**config.mk**
```make
export PLATFORM = sky130hd
export DESIGN_NAME = status_register
export DESIGN_NICKNAME = d
export VERILOG_FILES = /design/src/rtl/cpu_defs.sv /design/src/rtl/flag_merge.sv /design/src/rtl/status_register.sv
export SDC_FILE = /design/constraint.sdc
export NUM_CORES = 1
export LEC_CHECK = 0
export ABC_CLOCK_PERIOD_IN_PS = 2000
export CAP_MARGIN = 20
export CORE_MARGIN = 2
export CORE_UTILIZATION = 41
export DETAILED_ROUTE_END_ITERATION = 6
export PLACE_DENSITY = 0.92
export SETUP_SLACK_MARGIN = 0.02
export SYNTH_ARGS = -nofsm -noshare
export SYNTH_HDL_FRONTEND = slang
export SYNTH_HIERARCHICAL = 1
export SYNTH_SLANG_ARGS = --single-unit
export TNS_END_PERCENT = 10
```
**constraint.sdc**
```tcl
create_clock -name clk -period 2 [get_ports clk]
set_clock_uncertainty 0.15 [all_clocks]
set_input_delay 0.6 -clock clk [delete_from_list [all_inputs] [get_ports clk]]
set_output_delay 0.6 -clock clk [all_outputs]
set_load 0.02 [all_outputs]
```
**src/rtl/cpu_defs.sv**
```systemverilog
// Shared CPU definitions: condition flag bit order, status FSM encoding and
// common flag-write masks.
package cpu_defs;

   localparam int unsigned FLAG_Z = 3;
   localparam int unsigned FLAG_N = 2;
   localparam int unsigned FLAG_C = 1;
   localparam int unsigned FLAG_V = 0;

   localparam logic [3:0] MASK_ALL = 4'b1111;
   localparam logic [3:0] MASK_ZN  = 4'b1100;

   typedef enum logic {
      NORMAL = 1'b0,
      EXC    = 1'b1
   } sr_state_e;

endpackage

```
**src/rtl/flag_merge.sv**
```systemverilog
// Masked merge of ALU flags into the current CPSR, one mux per flag bit.
module flag_merge
   import cpu_defs::*;
(
   input  logic [3:0] cpsr,
   input  logic [3:0] alu_flags,
   input  logic [3:0] flag_mask,
   output logic [3:0] merged
);

   always_comb begin
      merged = cpsr;
      for (int i = 0; i < 4; i++) begin
         if (flag_mask[i]) merged[i] = alu_flags[i];
      end
   end

endmodule

```
**src/rtl/status_register.sv**
```systemverilog
// Architectural condition flags (CPSR) with same-cycle bypass and a single
// saved copy (SPSR) for exception entry/return.
module status_register
   import cpu_defs::*;
#(
   parameter logic [3:0] RESET_FLAGS = 4'b0000
) (
   input  logic       clk,
   input  logic       reset,
   input  logic [3:0] alu_flags,
   input  logic       flag_we,
   input  logic       cond_pass,
   input  logic [3:0] flag_mask,
   input  logic       exc_entry,
   input  logic       exc_return,
   output logic [3:0] flags_out,
   output logic [3:0] flags_fwd,
   output logic [3:0] spsr_out,
   output logic       in_exception,
   output logic       nest_err
);

   sr_state_e  state_q, state_d;
   logic [3:0] cpsr_q, cpsr_d;
   logic [3:0] spsr_q, spsr_d;
   logic       nest_err_q, nest_err_d;
   logic [3:0] merged;
   logic       wr;

   // A return always discards a same-cycle flag write, legal or not.
   assign wr = flag_we & cond_pass & ~exc_return;

   flag_merge u_flag_merge (
      .cpsr      (cpsr_q),
      .alu_flags (alu_flags),
      .flag_mask (flag_mask),
      .merged    (merged)
   );

   assign flags_fwd = wr ? merged : cpsr_q;

   always_comb begin
      state_d    = state_q;
      cpsr_d     = cpsr_q;
      spsr_d     = spsr_q;
      nest_err_d = nest_err_q;
      if (exc_return) begin
         if (state_q == EXC) begin
            cpsr_d  = spsr_q;
            state_d = NORMAL;
         end else begin
            nest_err_d = 1'b1;
         end
      end else begin
         if (wr) cpsr_d = merged;
         if (exc_entry) begin
            if (state_q == NORMAL) begin
               spsr_d  = flags_fwd;
               state_d = EXC;
            end else begin
               nest_err_d = 1'b1;
            end
         end
      end
   end

   always_ff @(posedge clk) begin
      if (reset) begin
         state_q    <= NORMAL;
         cpsr_q     <= RESET_FLAGS;
         spsr_q     <= 4'b0000;
         nest_err_q <= 1'b0;
      end else begin
         state_q    <= state_d;
         cpsr_q     <= cpsr_d;
         spsr_q     <= spsr_d;
         nest_err_q <= nest_err_d;
      end
   end

   assign flags_out    = cpsr_q;
   assign spsr_out     = spsr_q;
   assign in_exception = (state_q == EXC);
   assign nest_err     = nest_err_q;

endmodule

```
==> impl_metrics.csv <==
group,metric,value,unit
status,status,"finished with violations",
status,violations,"negative setup slack",
global_routing,grtUsageTotal,23.53,%
routing,ant_nets,0,
floorplan,die_w,41.71,um
clock_tree,cts_sinks,10,
global_routing,antenna_found_initial,0,
yosys,ys_ff_latch,10,
clock_tree,path_clk_slew,60,ps
routing,dr.pass1.iters,4,
sta,period_share,106.4,%
clock_tree,holdBufCountCts,0,
worst_setup_path,endpoint_kind,"output pin",
final_layout,fillCellCount,86,
worst_setup_path,critPathRequiredTime,1250,ps
yosys,synth.distinct_cells,18,
placed_design,port_buffers,27,
global_routing,grt_max_degree,10,
routing,route.detailed.wl_per_inst,15.11,um
final_layout,final_cell_mix,"buf_4, dfxtp_1, buf_6, dlygate4sd2_1, nor2_1",
power,vdd.ir_drop.worst,0.3176,mV
sta,rsz0062_at_grt,"true",
yosys,yosys_warnings,6,
sta,fmax,469.8,MHz
global_routing,grt_pass1_vias,651,
power,power-per-cell-area,524.4,nW/um^2
worst_setup_path,crit_type,"primary input to output pin",
floorplan,core-area,1318,um^2
yosys,avgSynthCellArea,9.882,um^2
placed_design,place_congestion,0.7503,
sta,period_minus_slack,2128,ps
final_layout,area_delta_synth_final,75.54,%
global_routing,grt_pass1_wl,2994,um
floorplan,die_height,41.71,um
floorplan,num_rows,13,
yosys,mappedNetlistNets,74,
routing,vias,627,
clock_tree,clock_latency,270,ps
power,power.leakage,0.5348,nW
flow_run,max-cap-violations,0,
clock_tree,cts_tree,"yes",
worst_setup_path,start_kind,"primary input",
routing,wl,1798,um
routing,vias_per_cell,5.269,
clock_tree,h-tree-depth,1,
global_routing,grt_overflow_total,0,
sta,setup_viol,4,
sta,maxSlewViolCount,0,
sta,worstMarginPinSlew,352.2,ps
worst_setup_path,cp_data_arrival_time,1380,ps
sta,relSlewSlack,76.50,%
sta,setup_slack,-128.4,ps
clock_tree,cts_buffer_depth,2,
floorplan,die-area,1740,um^2
final_layout,drive_gt1_share,44.23,%
yosys,synth_seq_area_share,34.33,%
placed_design,post-dp-hpwl,1270,um
yosys,netlist_instances,59,
yosys,syn_area,583.1,um^2
clock_tree,cts_buffers,3,
floorplan,ios,28,
final_layout,utilization,77.68,%
sta,fin_setup_tns,-470.8,ps
final_layout,seqCellArea,200.2,um^2
floorplan,initial_core_util,44.25,%
routing,drc,0,
worst_setup_path,critPathMaxFanout,2,
routing,drt_iter0_drc,10,
final_layout,layout_commonest_cell,"buf_4",
final_layout,diodes,0,
final_layout,layout.nets,121,
final_layout,multi_input_comb_area,390.4,um^2
clock_tree,root_buffer,"clkbuf_4",
min_path,hold_path.class,"register to register",
sta,hold_violations,0,
[sequential cells by signal (all words and copies together) (netlist names)]
| register | cells |
|---|---|
| in_exception | 1 |
| flags_out | 4 |
| nest_err | 1 |
| spsr_out | 4 |
[cell usage after synthesis]
cell,n,share of area [%]
nor3b_4,1,3.2
mux2i_1,4,6.9
nand3b_4,1,3.4
and4b_1,4,6.9
nand2_1,1,0.64
or2_1,1,1.1
buf_6,1,1.9
and2b_1,1,1.3
mux2_4,4,10
a22oi_1,4,5.2
dfxtp_1,10,34
a21oi_1,5,4.3
o22ai_1,4,4.3
o21bai_1,1,1.3
a211oi_1,4,5.2
nor2_1,6,3.9
ha_1,1,2.1
inv_1,6,3.9
[power breakdown]
group	total (mW)	switching, mW	leakage, nW	internal, mW
clock network	0.140	0.0705	0.0138	0.0696
registers	0.219	0.00806	0.0819	0.211
logic	0.178	0.0822	0.439	0.0956
total	0.537	0.161	0.535	0.376
[critical path: stages]
cell and delay [ps]:
buf_6 90, mux2_4 290, mux2i_2 180, inv_1 70, buf_6 130
[through the flow]
stage | hold slack, ps | cells | instance area, um^2 | setup slack, ps | power [mW]
finish | 312.1 | 119 | 1023 | -128.4 | 0.5367
floorplan | 369.3 | 59 | 583.1 | 90.76 | 0.2988
CTS | 319.0 | 119 | 1007 | -132.9 | 0.5307
detailed placement | 305.2 | 112 | 950.9 | -959.7 | 0.3894
global route | 350.4 | 119 | 1023 | -164.8 | 0.5575
global placement | 287.7 | 112 | 950.9 | -937.5 | 0.3841
[kinds of logic (layout without fill, tap and decap cells)]
group	count (synthesis)	in the layout	synth area share [%]
AOI/OAI and AO/OA	18	18	20.17
and+or+nand+nor	15	15	20.39
DFF	10	10	34.33
muxes	8	8	17.17
buffers and inverters	7	52	5.794
adders and majority gates	1	1	2.146
[final cells by class]
| class | count | area share, % |
|---|---|---|
| multi-input combinational | 42 | 38.14 |
| timing repair buffer | 43 | 36.06 |
| sequential | 10 | 19.56 |
| clock buffer | 3 | 2.200 |
| inverter | 6 | 2.200 |
| tap | 15 | 1.834 |
[final timing paths]
kind	slack, ps	to	cells after the start	startpoint
worst max-delay path	-130	flags_fwd[1]	5	flag_mask[1]
worst max register to register	520	flags_out[2]	5	in_exception
worst min-delay path	310	nest_err	2	nest_err
worst min register to register	310	nest_err	2	nest_err
[routing by layer]
metal | global-route usage (%) | routed length, um | up-vias
li1 | - | - | 315
met1 | 25.68 | 791 | 290
met2 | 41.88 | 908 | 18
met3 | 4.348 | 75 | 4
met4 | 13.55 | 23 | 0
met5 | 0 | 0 | -
[timing repair]
action	CTS	global route
cloned	0	0
resized for setup	84	6
setup endpoints to repair	16	6
pin swaps	1	0
setup buffers	4	0
No activity file was read; power rests on OpenSTA's default activity.
